**config.mk**
```make
export PLATFORM = sky130hd
export DESIGN_NAME = alien_plot_arbiter
export DESIGN_NICKNAME = d
export VERILOG_FILES = /design/src/rtl/alien_gfx_pkg.sv /design/src/rtl/rr_arbiter.sv /design/src/rtl/alien_plot_arbiter.sv
export SDC_FILE = /design/constraint.sdc
export NUM_CORES = 1
export LEC_CHECK = 0
export BUFFER_PORTS_ARGS = -buffer_cell sky130_fd_sc_hd__buf_2
export CORE_MARGIN = 4
export CORE_UTILIZATION = 35
export CTS_CLUSTER_DIAMETER = 30
export CTS_CLUSTER_SIZE = 25
export DETAILED_ROUTE_END_ITERATION = 16
export GPL_TIMING_DRIVEN = 0
export SYNTH_ARGS = -nofsm -noshare
export SYNTH_HDL_FRONTEND = slang
export SYNTH_HIERARCHICAL = 1
export SYNTH_SLANG_ARGS = --single-unit
```
**constraint.sdc**
```tcl
create_clock -name clk -period 17.9 [get_ports clk]
set_input_delay 1.79 -clock clk [delete_from_list [all_inputs] [get_ports clk]]
set_output_delay 1.79 -clock clk [all_outputs]
set_load 0.005 [all_outputs]
```
**src/rtl/alien_gfx_pkg.sv**
```systemverilog
// Shared screen geometry, colour constants and plot-arbiter state encoding.
package alien_gfx_pkg;

  localparam int unsigned SCREEN_W = 160;
  localparam int unsigned SCREEN_H = 120;
  localparam int unsigned COLOUR_W = 3;
  localparam logic [COLOUR_W-1:0] BG_COLOUR = 3'b000;

  typedef enum logic [1:0] {
    IDLE  = 2'd0,
    ERASE = 2'd1,
    DRAW  = 2'd2,
    ACK   = 2'd3
  } state_t;

  function automatic logic on_screen(input logic [8:0] x, input logic [7:0] y);
    return (x < 9'(SCREEN_W)) && (y < 8'(SCREEN_H));
  endfunction

endpackage

```
**src/rtl/rr_arbiter.sv**
```systemverilog
// Combinational round-robin pick: first set request at or after last_grant+1, wrapping at N.
module rr_arbiter #(
  parameter int unsigned N     = 8,
  parameter int unsigned IDX_W = 3
) (
  input  logic [N-1:0]     req,
  input  logic [IDX_W-1:0] last_grant,
  output logic [IDX_W-1:0] winner,
  output logic             found
);

  logic [IDX_W:0]   w_sum;
  logic [IDX_W-1:0] w_idx;

  always_comb begin
    winner = '0;
    found  = 1'b0;
    w_sum  = '0;
    w_idx  = '0;
    for (int unsigned k = 1; k <= N; k++) begin
      w_sum = {1'b0, last_grant} + (IDX_W+1)'(k);
      w_idx = (w_sum >= (IDX_W+1)'(N)) ? IDX_W'(w_sum - (IDX_W+1)'(N)) : IDX_W'(w_sum);
      if (!found && req[w_idx]) begin
        found  = 1'b1;
        winner = w_idx;
      end
    end
  end

endmodule

```
**src/rtl/alien_plot_arbiter.sv**
```systemverilog
// Serialises alien sprite redraw requests onto one VGA plot port: erase old sprite,
// draw new one, then acknowledge the served requester.
module alien_plot_arbiter
  import alien_gfx_pkg::*;
#(
  parameter int unsigned N_REQ = 8,
  parameter int unsigned SPR_W = 4,
  parameter int unsigned SPR_H = 4
) (
  input  logic                  clk,
  input  logic                  resetn,
  input  logic [N_REQ-1:0]      req,
  input  logic [8*N_REQ-1:0]    req_x,
  input  logic [7*N_REQ-1:0]    req_y,
  input  logic [3*N_REQ-1:0]    req_colour,
  output logic [N_REQ-1:0]      ack,
  output logic [7:0]            vga_x,
  output logic [6:0]            vga_y,
  output logic [COLOUR_W-1:0]   vga_colour,
  output logic                  vga_plot,
  output logic                  busy
);

  localparam int unsigned IDX_W = (N_REQ > 1) ? $clog2(N_REQ) : 1;
  localparam int unsigned NPIX  = SPR_W * SPR_H;
  localparam int unsigned CNT_W = $clog2(NPIX + 1);
  localparam logic [CNT_W-1:0] LAST_CNT = CNT_W'(NPIX - 1);

  state_t               r_state;
  logic [CNT_W-1:0]     r_cnt;
  logic [IDX_W-1:0]     r_last;
  logic [IDX_W-1:0]     r_win;
  logic [N_REQ-1:0]     r_valid;
  logic [N_REQ-1:0]     r_ack;
  logic                 r_plot;
  logic                 r_busy;
  logic [7:0]           r_vga_x;
  logic [6:0]           r_vga_y;
  logic [COLOUR_W-1:0]  r_vga_colour;
  logic [7:0]           r_new_x;
  logic [6:0]           r_new_y;
  logic [COLOUR_W-1:0]  r_colour;
  logic [7:0]           r_old_x      [N_REQ];
  logic [6:0]           r_old_y      [N_REQ];
  logic [COLOUR_W-1:0]  r_old_colour [N_REQ];

  logic [7:0]           w_rx [N_REQ];
  logic [6:0]           w_ry [N_REQ];
  logic [COLOUR_W-1:0]  w_rc [N_REQ];
  logic [IDX_W-1:0]     w_winner;
  logic                 w_found;
  logic                 w_same;
  logic                 w_load;
  logic [7:0]           w_bx;
  logic [6:0]           w_by;
  logic [COLOUR_W-1:0]  w_bc;
  logic [CNT_W-1:0]     w_pc;
  logic [8:0]           w_px9;
  logic [7:0]           w_py8;
  logic                 w_plot;

  always_comb begin
    for (int unsigned i = 0; i < N_REQ; i++) begin
      w_rx[i] = req_x[8*i +: 8];
      w_ry[i] = req_y[7*i +: 7];
      w_rc[i] = req_colour[3*i +: 3];
    end
  end

  rr_arbiter #(.N(N_REQ), .IDX_W(IDX_W)) u_rr (
    .req        (req),
    .last_grant (r_last),
    .winner     (w_winner),
    .found      (w_found)
  );

  assign w_same = r_valid[w_winner]
               && (w_rx[w_winner] == r_old_x[w_winner])
               && (w_ry[w_winner] == r_old_y[w_winner])
               && (w_rc[w_winner] == r_old_colour[w_winner]);

  // Pixel for the *next* cycle, so the VGA outputs can be registered in step with the FSM.
  always_comb begin
    w_load = 1'b0;
    w_bx   = r_new_x;
    w_by   = r_new_y;
    w_bc   = r_colour;
    w_pc   = '0;
    unique case (r_state)
      IDLE: begin
        if (w_found && !w_same) begin
          w_load = 1'b1;
          if (r_valid[w_winner]) begin
            w_bx = r_old_x[w_winner];
            w_by = r_old_y[w_winner];
            w_bc = BG_COLOUR;
          end else begin
            w_bx = w_rx[w_winner];
            w_by = w_ry[w_winner];
            w_bc = w_rc[w_winner];
          end
        end
      end
      ERASE: begin
        w_load = 1'b1;
        if (r_cnt != LAST_CNT) begin
          w_bx = r_old_x[r_win];
          w_by = r_old_y[r_win];
          w_bc = BG_COLOUR;
          w_pc = r_cnt + 1'b1;
        end
      end
      DRAW: begin
        if (r_cnt != LAST_CNT) begin
          w_load = 1'b1;
          w_pc   = r_cnt + 1'b1;
        end
      end
      default: ;
    endcase
    w_px9  = {1'b0, w_bx} + 9'(w_pc % CNT_W'(SPR_W));
    w_py8  = {1'b0, w_by} + 8'(w_pc / CNT_W'(SPR_W));
    w_plot = w_load && on_screen(w_px9, w_py8);
  end

  always_ff @(posedge clk) begin
    if (!resetn) begin
      r_state <= IDLE;
      r_cnt   <= '0;
      r_last  <= IDX_W'(N_REQ - 1);
      r_valid <= '0;
      r_ack   <= '0;
      r_plot  <= 1'b0;
      r_busy  <= 1'b0;
    end else begin
      r_ack  <= '0;
      r_plot <= w_plot;
      unique case (r_state)
        IDLE: begin
          if (w_found) begin
            r_last <= w_winner;
            r_cnt  <= '0;
            r_busy <= 1'b1;
            if (!r_valid[w_winner]) begin
              r_state <= DRAW;
            end else if (w_same) begin
              r_state <= ACK;
              r_ack   <= N_REQ'(1) << w_winner;
            end else begin
              r_state <= ERASE;
            end
          end
        end
        ERASE: begin
          if (r_cnt == LAST_CNT) begin
            r_cnt   <= '0;
            r_state <= DRAW;
          end else begin
            r_cnt <= r_cnt + 1'b1;
          end
        end
        DRAW: begin
          if (r_cnt == LAST_CNT) begin
            r_cnt   <= '0;
            r_state <= ACK;
            r_ack   <= N_REQ'(1) << r_win;
          end else begin
            r_cnt <= r_cnt + 1'b1;
          end
        end
        ACK: begin
          r_valid[r_win] <= 1'b1;
          r_state        <= IDLE;
          r_busy         <= 1'b0;
        end
        default: r_state <= IDLE;
      endcase
    end
  end

  always_ff @(posedge clk) begin
    r_vga_x      <= w_px9[7:0];
    r_vga_y      <= w_py8[6:0];
    r_vga_colour <= w_bc;
    if (r_state == IDLE && w_found) begin
      r_win    <= w_winner;
      r_new_x  <= w_rx[w_winner];
      r_new_y  <= w_ry[w_winner];
      r_colour <= w_rc[w_winner];
    end
    if (r_state == ACK) begin
      r_old_x[r_win]      <= r_new_x;
      r_old_y[r_win]      <= r_new_y;
      r_old_colour[r_win] <= r_colour;
    end
  end

  assign ack        = r_ack;
  assign vga_x      = r_vga_x;
  assign vga_y      = r_vga_y;
  assign vga_colour = r_vga_colour;
  assign vga_plot   = r_plot;
  assign busy       = r_busy;

endmodule

```
=== Word-level counts from Yosys, hierarchy flattened ===
Memory sizes are Yosys's and may differ from the RTL's. A register that Yosys moved wholly into a read port is not among the register bits.
Index checks and enable logic that the tools add are counted.

* Equal/unequal tests: 11
* Mux-type cells: 90
* $add $sub $neg: 19
* Magnitude comparators: 22
* Shift operators: 2
* Bitwise logic cells: 2
* Reductions and logical operators: 31

{| class="wikitable"
|+ Operator list
! cell !! number
|-
| 8-bit 2-to-1 mux || 9
|-
| 3-bit 2-to-1 mux || 23
|-
| 3-bit by 4-bit < comparator with 1-bit output, second input constant || 10
|-
| 4-bit greater-or-equal comparator, second input constant || 9
|-
| 7-bit 2-to-1 mux || 5
|-
| 8-bit one-hot mux with 2 select lines || 2
|-
| 1-bit binary-select mux with 3-bit select || 9
|-
| 8-bit binary-select mux with 3-bit select || 1
|-
| 3-bit by 1-bit subtractor with 3-bit output, second input constant || 8
|-
| 1-bit 2-to-1 mux || 23
|-
| 7-bit binary-select mux with 3-bit select || 1
|-
| 5-bit 2-to-1 mux || 4
|-
| 3-bit by 3-bit adder with 4-bit output, second input constant || 4
|-
| 1-bit by 3-bit left shift with 8-bit output, first input constant || 2
|-
| 1-bit logical AND || 15
|-
| 7-bit one-hot mux with 2 select lines || 1
|-
| 2-bit 2-to-1 mux || 5
|-
| 5-bit one-hot mux with 2 select lines || 1
|-
| 8-bit by 2-bit adder with 9-bit output || 1
|-
| 3-bit binary-select mux with 3-bit select || 1
|-
| 9-bit by 8-bit < comparator with 1-bit output, second input constant || 1
|-
| 3-bit by 2-bit adder with 4-bit output, second input constant || 2
|-
| 7-bit by 3-bit adder with 8-bit output || 1
|-
| 8-bit == test || 1
|-
| other kinds (25) || 38
|}

* Memories: 3
* Output and inout port bits: 28
* Memory bits (writable): 144
* Bits in registers: 67
* Logic and storage cells: 194

{| class="wikitable"
|+ Memories
! memory !! words !! width !! read ports !! clocked after Yosys merged registers in !! write ports !! RTL line !! source
|-
| r_old_x || 8 || 8 || 2 || 1 || 1 || alien_plot_arbiter.sv:43 || <nowiki>logic [7:0] r_old_x [N_REQ];</nowiki>
|-
| r_old_y || 8 || 7 || 2 || 1 || 1 || alien_plot_arbiter.sv:44 || <nowiki>logic [6:0] r_old_y [N_REQ];</nowiki>
|-
| r_old_colour || 8 || 3 || 1 || 0 || 1 || alien_plot_arbiter.sv:45 || <nowiki>logic [COLOUR_W-1:0] r_old_colour [N_REQ];</nowiki>
|}

=== Logic depth before layout (Yosys ltp) ===
Gate-level depths: netlist of the first run.

* Word-level depth: 43
* Depth in mapped cells: 34
* Mapped depth without buffers: 25

=== Cells and area by module ===
The synthesis of the first run kept the hierarchy.

{| class="wikitable"
|+ Modules (own cells, without submodules)
! module !! seq. area each (µm²) !! area each (µm²) !! times used !! cells each
|-
| alien_plot_arbiter || 5935.7 || 11838.9 || 1 || 954
|-
| rr_arbiter || 0.0 || 785.8 || 1 || 93
|}

=== Least setup slack after synthesis of the first run ===
No wires, ideal clock.

* Path type: in2reg
* From: input req[7]
* To: register r_plot, in the netlist vga_plot
* Buffers on the path: 8
* Path slack: 9914 ps
* Cell stages on the path: 27
* Required time: 17747 ps
* Data arrival time: 7833 ps
* Cells stage by stage: mux4_1 -> mux2_1 -> or4_1 -> buf_2 -> o211a_1 -> a31oi_1 -> buf_6 -> buf_8 -> buf_6 -> buf_8 -> buf_8 -> mux4_2 -> xor2_1 -> o22ai_1 -> o2111a_1 -> a21oi_2 -> buf_2 -> buf_2 -> o211ai_1 -> o211ai_1 -> nand2_1 -> ha_1 -> fa_1 -> a21o_1 -> a211o_1 -> a311oi_1 -> a311oi_2

* Word-level cells in the longest chain between the ends: 40
* Elaborated cells on any way between the ends: 83
* Those cells by class: add/sub: 2; order compare: 2; eq/ne: 3; mux: 51; bitwise: 1; reduce/logical: 21; memory: 3

{| class="wikitable"
|+ RTL lines
! item !! RTL line !! source
|-
| from (decl) || alien_plot_arbiter.sv:12 || <nowiki>input logic [N_REQ-1:0] req,</nowiki>
|-
| 1-bit binary-select mux with 3-bit select || rr_arbiter.sv:23 || <nowiki>if (!found && req[w_idx]) begin</nowiki>
|-
| 1-bit 2-to-1 mux (implied by the code) || rr_arbiter.sv:23 ||
|-
| 1-bit 2-to-1 mux || rr_arbiter.sv:23 ||
|-
| 1-bit zero test || rr_arbiter.sv:23 ||
|-
| 1-bit logical AND || rr_arbiter.sv:23 ||
|-
| 1-bit 2-to-1 mux || rr_arbiter.sv:23 ||
|-
| 1-bit zero test || rr_arbiter.sv:23 ||
|-
| 1-bit logical AND || rr_arbiter.sv:23 ||
|-
| [16 not listed] || -- ||
|-
| via w_winner[0] || alien_plot_arbiter.sv:50 || <nowiki>logic [IDX_W-1:0] w_winner;</nowiki>
|-
| [8 not listed] || -- ||
|-
| 1-bit zero test || alien_plot_arbiter.sv:91 || <nowiki>if (w_found && !w_same) begin</nowiki>
|-
| 1-bit logical AND || alien_plot_arbiter.sv:91 ||
|-
| 8-bit 2-to-1 mux or 7-bit 2-to-1 mux (tied branches) || alien_plot_arbiter.sv:91 ||
|-
| 8-bit one-hot mux with 2 select lines or 7-bit one-hot mux with 2 select lines (tied branches) || alien_plot_arbiter.sv:89 || <nowiki>unique case (r_state)</nowiki>
|-
| 8-bit by 2-bit adder with 9-bit output or 7-bit by 3-bit adder with 8-bit output (tied branches) || alien_plot_arbiter.sv:121, alien_plot_arbiter.sv:122 ||
|-
| 9-bit by 8-bit < comparator with 1-bit output or 8-bit by 7-bit < comparator with 1-bit output (tied branches) || alien_gfx_pkg.sv:17 || <nowiki>return (x < 9'(SCREEN_W)) && (y < 8'(SCREEN_H));</nowiki>
|-
| 1-bit logical AND || alien_gfx_pkg.sv:17 ||
|-
| 1-bit logical AND * || alien_plot_arbiter.sv:123 || <nowiki>w_plot = w_load && on_screen(w_px9, w_py8);</nowiki>
|-
| to (signal assigned) || alien_plot_arbiter.sv:137 || <nowiki>r_plot <= w_plot;</nowiki>
|-
| to (decl) || alien_plot_arbiter.sv:35 || <nowiki>logic r_plot;</nowiki>
|}

Mark *: on every way through the listed nets, which the timed path passes. The rest lies on a longest branch. The select of a mux whose other input is x is not followed.
A chain may end at the register's enable or synchronous reset.

=== Worst setup path after layout of the first run ===
* From: register r_last[1]
* To: register r_plot, in the netlist vga_plot

* Word-level cells in the longest chain between the ends: 43
* Elaborated cells on any way between the ends: 115
* Those cells by class: add/sub: 18; order compare: 10; eq/ne: 3; mux: 59; bitwise: 1; reduce/logical: 21; memory: 3

{| class="wikitable"
|+ RTL lines
! item !! RTL line !! source
|-
| from (decl) || alien_plot_arbiter.sv:31 || <nowiki>logic [IDX_W-1:0] r_last;</nowiki>
|-
| from (signal assigned) || alien_plot_arbiter.sv:130 || <nowiki>r_last <= IDX_W'(N_REQ - 1);</nowiki>
|-
| from (signal assigned) || alien_plot_arbiter.sv:141 || <nowiki>r_last <= w_winner;</nowiki>
|-
| 3-bit by 1-bit adder with 4-bit output || rr_arbiter.sv:21 || <nowiki>w_sum = {1'b0, last_grant} + (IDX_W+1)'(k);</nowiki>
|-
| 4-bit greater-or-equal comparator or 3-bit by 1-bit subtractor with 3-bit output (tied branches) || rr_arbiter.sv:22 || <nowiki>w_idx = (w_sum >= (IDX_W+1)'(N)) ? IDX_W'(w_sum - (IDX_W+1)'(N)) : IDX_W'(w_sum);</nowiki>
|-
| 3-bit 2-to-1 mux || rr_arbiter.sv:22 ||
|-
| 1-bit binary-select mux with 3-bit select || rr_arbiter.sv:23 ||
|-
| 1-bit 2-to-1 mux (implied by the code) || rr_arbiter.sv:23 ||
|-
| 1-bit 2-to-1 mux || rr_arbiter.sv:23 ||
|-
| 1-bit zero test || rr_arbiter.sv:23 ||
|-
| 1-bit logical AND || rr_arbiter.sv:23 ||
|-
| [19 not listed] || -- ||
|-
| via w_winner[2] || alien_plot_arbiter.sv:50 ||
|-
| [8 not listed] || -- ||
|-
| 1-bit zero test || alien_plot_arbiter.sv:91 ||
|-
| 1-bit logical AND || alien_plot_arbiter.sv:91 ||
|-
| 8-bit 2-to-1 mux or 7-bit 2-to-1 mux (tied branches) || alien_plot_arbiter.sv:91 ||
|-
| 8-bit one-hot mux with 2 select lines or 7-bit one-hot mux with 2 select lines (tied branches) || alien_plot_arbiter.sv:89 ||
|-
| 8-bit by 2-bit adder with 9-bit output or 7-bit by 3-bit adder with 8-bit output (tied branches) || alien_plot_arbiter.sv:121, alien_plot_arbiter.sv:122 ||
|-
| 9-bit by 8-bit < comparator with 1-bit output or 8-bit by 7-bit < comparator with 1-bit output (tied branches) || alien_gfx_pkg.sv:17 ||
|-
| 1-bit logical AND || alien_gfx_pkg.sv:17 ||
|-
| 1-bit logical AND * || alien_plot_arbiter.sv:123 ||
|}

Marks and branches as above.

==> metrics.txt, run 1 <==
status finished, final reports clean; Final setup viols 0; Worst Clk Skew 19.3 ps; Syn Inst Count 1,047; Slew @ Worst Pin approximately 1200 ps; Port Buf Inserts 181; Synthesized Nets approximately 1,200; RSZ-0062 raised after global routing no; Seq/Total Area, Yosys 0.470; worst path required time 18,240 ps; Slowest cell on crit path buf_1; total CTS buffers 39; vias per inst between 5 and 6; syn avg cell area 12.1 um^2; CP endpoint kind flop; synth unique cells 78; CP Max Fanout 10; largest area contributor in the netlist edfxtp_1; Die X ~200 um; HP Class reg -> reg; Final Hold Fails 0; hpwl dp 32,200 um; Layout Nets 1,443; via count roughly 10,000; routability cong. 0.923; CTS Buffer Depth 3; Worst EP arrival 10,220 ps; Placeable Area 35,600 um^2; Worst path max stage delay around 730 ps; reg2reg end vga_plot$_SDFF_PN0_; Worst R2R Start r_last[1]$_SDFFE_PN1P_; Die Span Y 198 um; Crit Path Class reg -> reg; Post-Route Setup TNS 0 ps; Root Buffer clkbuf_16; Resized cells post-CTS 0; max_cap viols 0; Commonest cells post-synth 165 x edfxtp_1, 92 x nand2_1, 84 x mux2i_1; Initial Util 0.355; number of iterations in the first detailed-routing pass 5; H-tree Lvls 2; wire length per cell 24.8 um; number of global-route vias before repair 10,250; placed insts 1,695; share of cells above drive strength 1 0.295; Hold WS between 400 and 500 ps; post-synth top area share 0.392; hold path endpoint r_valid[0]$_SDFFE_PN0P_; GRT Total Usage 0.217; grt total ovfl 0; CTS tree done; drt drc 0; Synth-to-Final Area Change 23.1%; die area 39,200 um^2; count leader, synth edfxtp_1; Setup WS pre-CTS 8020 ps; row count 69; Final ANT Viol Nets 0; Slew headroom 0.167; crit start category flop; first-pass GRT wire length 63,800 um; worst reg-to-reg setup slack around 8000 ps; Post-CTS Setup Bufs 0; Hold Crit Start r_valid[0]$_SDFFE_PN0P_; Ys Warns 6; Final WS setup 8020 ps; period utilization 0.552; Pins Over Slew Limit 0; EDFF count, synth 165; #FFs+latches synth 214; r2r worst-path depth 30; Synth area leaders edfxtp_1 39%, mux4_2 9.8%, dfxtp_1 7.8%, mux2i_1 6.7%, nand2_1 2.7%; largest net degree at the start of global routing 31; Fmax achieved between 100 and 150 MHz; Worst-Skew Late Latency roughly 520 ps; DR iter-0 viols 850; Final min period 9880 ps; Reg clk slew, reported paths 50 ps; Hold Path Depth 1; most frequent CP cell buf_2; Post-Layout Cell Count 1,767; clk sink count 214; mapped cell area 12,600 um^2; drt total wl between 40,000 and 50,000 um; ant diodes 0; I/O pins 182; FFs w/ async S/R, synth 0; most used flip-flop cell after synthesis edfxtp_1; initial antenna violation count 0; # hold bufs at CTS 0
[cells in the final DEF, fill, tap and decap left out, drive strengths merged, types with 14 or more instances in the layout]
master / count
a21oi: 53
buf: 226
clkbuf: 73
clkinv: 15
dfxtp: 49
edfxtp: 165
inv: 38
mux2: 39
mux2i: 84
mux4: 65
nand2: 92
nand3: 16
nor2: 63
nor3: 17
o21ai: 39
o22ai: 19
xnor2: 14
xor2: 23
[registers in the layout, indices dropped and copies added, names as in the netlist, named ones only]
| register | cells |
|---|---|
| r_new_y | 7 |
| r_old_colour | 24 |
| r_old_y | 56 |
| r_win | 3 |
| r_last | 3 |
| r_state | 2 |
| r_old_x | 64 |
| vga_colour | 3 |
| busy | 1 |
| r_valid | 8 |
| ack | 8 |
| r_colour | 3 |
| vga_y | 7 |
| vga_x | 8 |
| r_cnt | 5 |
| r_new_x | 8 |
| vga_plot | 1 |
[critical path, delay by kind of cell, from the launching register on]
family / cells / cell delay, ps
adders and majority gates: 2 / 660
xor gates and xnor gates: 1 / 410
and+or+nand+nor: 4 / 1000
buffers and inverters: 11 / 3590
AOI/OAI and AO/OA: 9 / 2700
DFF: 1 / 350
muxes: 3 / 960
[cell families (layout without fill, tap and decap cells)]
kind of cell,Yosys count,in the layout,synth area share
buffers and inverters,102,361,0.0427
multiplexers,188,188,0.221
adder cells (fa/ha/maj),14,14,0.0151
AND/OR/NAND/NOR,255,255,0.0950
AO/OA/AOI/OAI,237,237,0.130
XOR/XNOR,37,37,0.0257
flip-flops,214,214,0.470
[cell type report]
type | count | area [um^2]
Buffer | 67 | 408
Clock buffer | 45 | 1020
Clock inverter | 27 | 287
Fill cell | 3316 | 20000
Inverter | 35 | 131
Multi-Input combinational cell | 731 | 6190
Sequential cell | 214 | 5940
Tap cell | 461 | 577
Timing Repair Buffer | 187 | 993
[worst max-delay path by stage]
stage	to	startpoint
floorplan	vga_plot$_SDFF_PN0_	req[7]
global placement	vga_plot$_SDFF_PN0_	req[7]
detailed placement	vga_plot$_SDFF_PN0_	req[7]
CTS	vga_plot$_SDFF_PN0_	r_last[1]$_SDFFE_PN1P_
global route	vga_plot$_SDFF_PN0_	r_last[1]$_SDFFE_PN1P_
finish	vga_plot$_SDFF_PN0_	r_last[1]$_SDFFE_PN1P_
[routing by layer]
metal / vias up / GRT usage / wire [um]
met5: - / 0 / 0
met4: 0 / 0.0742 / 1490
met3: 85 / 0.0533 / 4170
met2: 558 / 0.368 / 20900
met1: 5005 / 0.273 / 17300
li1: 4555 / - / -
[per-stage QoR]
step	cell area, um^2	utilization
2_1_floorplan	12600	-
3_3_place_gp	14100	0.397
3_5_place_dp	14200	0.400
4_1_cts	15500	0.437
5_1_grt	15500	0.437
6_report	15500	0.437
Power of run 1 is not shown: default switching activity piles up to over one toggle a cycle in this logic, so the estimate is an artifact.
==> run 2: changes to the inputs <==
==> constraint.sdc (replaced) <==
create_clock -name clk -period 8.23 [get_ports clk]
set_input_delay 0.823 -clock clk [delete_from_list [all_inputs] [get_ports clk]]
set_output_delay 0.823 -clock clk [all_outputs]
set_load 0.005 [all_outputs]
==> metrics.txt, run 2 (synthesis gave the netlist of run 1 again) <==
I/O pins approximately 180; row count 69; wire length per cell 24.9 um; H-tree Lvls 2; Placeable Area 35,600 um^2; most frequent cells in the layout 192 x buf_2, 165 x edfxtp_1, 92 x nand2_1; Worst EP arrival 8330 ps; CP Max Fanout 10; number of global-route vias before repair roughly 10,000; # hold bufs at CTS 0; Hold Path Depth 1; Hold Crit Start r_valid[0]$_SDFFE_PN0P_; die area 39,200 um^2; Layout Nets 1,441; via count 10,247; Slowest cell on crit path a2111oi_0; Synth-to-Final Area Change 23.9%; Setup crit start r_last[0]$_SDFFE_PN1P_; drt drc 0; initial antenna violation count 0; first-pass GRT wire length 63,900 um; final instance area 15,600 um^2; Slew @ Worst Pin 1250 ps; commonest non-fill, non-tap cell in the layout buf_2; cell family with most CP delay compound AO/OA/AOI/OAI gates; share of cells above drive strength 1 0.312; CTS tree done; Worst path max stage delay 860 ps; largest net degree at the start of global routing 31; total CTS buffers 39; max_cap viols 0; Worst Clk Skew between 15 and 20 ps; flip-flop count of the largest register after layout 64; worst path required time 8570 ps; Pins Over Slew Limit 0; Die Span Y 198 um; Die X 198 um; Slew headroom 0.166; Crit Path Class reg -> reg; clk sink count 214; Final Hold Fails 0; Initial Util 0.355; Port Buf Inserts between 150 and 200; DR iter-0 viols roughly 900; hold path endpoint r_valid[0]$_SDFFE_PN0P_; drt total wl 43,900 um; crit start category flop; number of iterations in the first detailed-routing pass 8; r2r worst-path depth 31; Final min period 8000 ps; worst reg-to-reg setup slack 230 ps; Reg clk slew, reported paths 50 ps; status finished, final reports clean; ant diodes 0; reg2reg end vga_plot$_SDFF_PN0_; hpwl dp 32,200 um; GRT Total Usage 0.217; period utilization 0.972; Regs by FF count r_old_x x64, r_old_y x56, r_old_colour x24; CTS Buffer Depth 3; Root Buffer clkbuf_16; HP Class reg -> reg; most frequent CP cell buf_6; Placed Area 14,200 um^2; Most flops, register r_old_x; Final setup viols 0; grt total ovfl 0; CP endpoint kind flop; Fmax achieved 125 MHz; Final ANT Viol Nets 0; combined buffer and inverter count along the critical path 10; Worst-Skew Late Latency 520 ps; vias per inst 5.81; routability cong. 0.923; Worst R2R Start r_last[0]$_SDFFE_PN1P_
[run 2: changes by cell type in the layout (fill, tap and decap cells not counted), sizes merged]
cell / delta
buf: +1
clkbuf: -3
[run 2: what timing repair did]
item | 4_1_cts | 5_1_grt
setup endpoints to repair | 17 | 4
gates resized for setup | 28 | 12
setup buffers | 1 | 0
pin swaps | 1 | 1
[run 2: how the worst max path moves through the flow]
| stage | to | slack, ps | cells past startpoint |
|---|---|---|---|
| 2_1_floorplan | vga_plot$_SDFF_PN0_ | 670 | 32 |
| 3_3_place_gp | vga_plot$_SDFF_PN0_ | -1340 | 30 |
| 3_5_place_dp | vga_plot$_SDFF_PN0_ | -1630 | 30 |
| 4_1_cts | vga_plot$_SDFF_PN0_ | 40 | 30 |
| 5_1_grt | vga_plot$_SDFF_PN0_ | -5 | 31 |
| 6_report | vga_plot$_SDFF_PN0_ | 230 | 31 |
[run 2: layout make-up]
cell class / count / area, um^2
clock buffers: 45 / 1020
flip-flops and latches: 214 / 5940
inverters: 35 / 131
plain buffers: 64 / 417
multi-input cells: 731 / 6280
clock inverters: 27 / 287
repair buffers: 188 / 1000
fillers: 3304 / 19900
well taps: 461 / 577
[run 2: routing by layer]
metal | global-route usage | wire length, um | vias to the layer above
met3 | 0.0546 | 4410 | 94
met5 | 0 | 0 | -
met1 | 0.271 | 17200 | 5040
li1 | - | - | 4561
met4 | 0.0844 | 1700 | 0
met2 | 0.365 | 20700 | 552
[run 2: metrics by stage]
| step | std cells | hold WS [ps] | setup TNS, ps | utilization | setup WS (ps) |
|---|---|---|---|---|---|
| finish | 1765 | 458 | 0 | 0.440 | 234 |
| global route | 1765 | 482 | -5.18 | 0.440 | -5.18 |
| CTS | 1767 | 463 | 0 | 0.440 | 41.0 |
| detailed placement | 1695 | 451 | -14890 | 0.400 | -1630 |
| global placement | 1689 | 440 | -10900 | 0.397 | -1340 |
| floorplan | 1047 | 432 | 0 | - | 669 |
Power of run 2 is left out for the same reason.
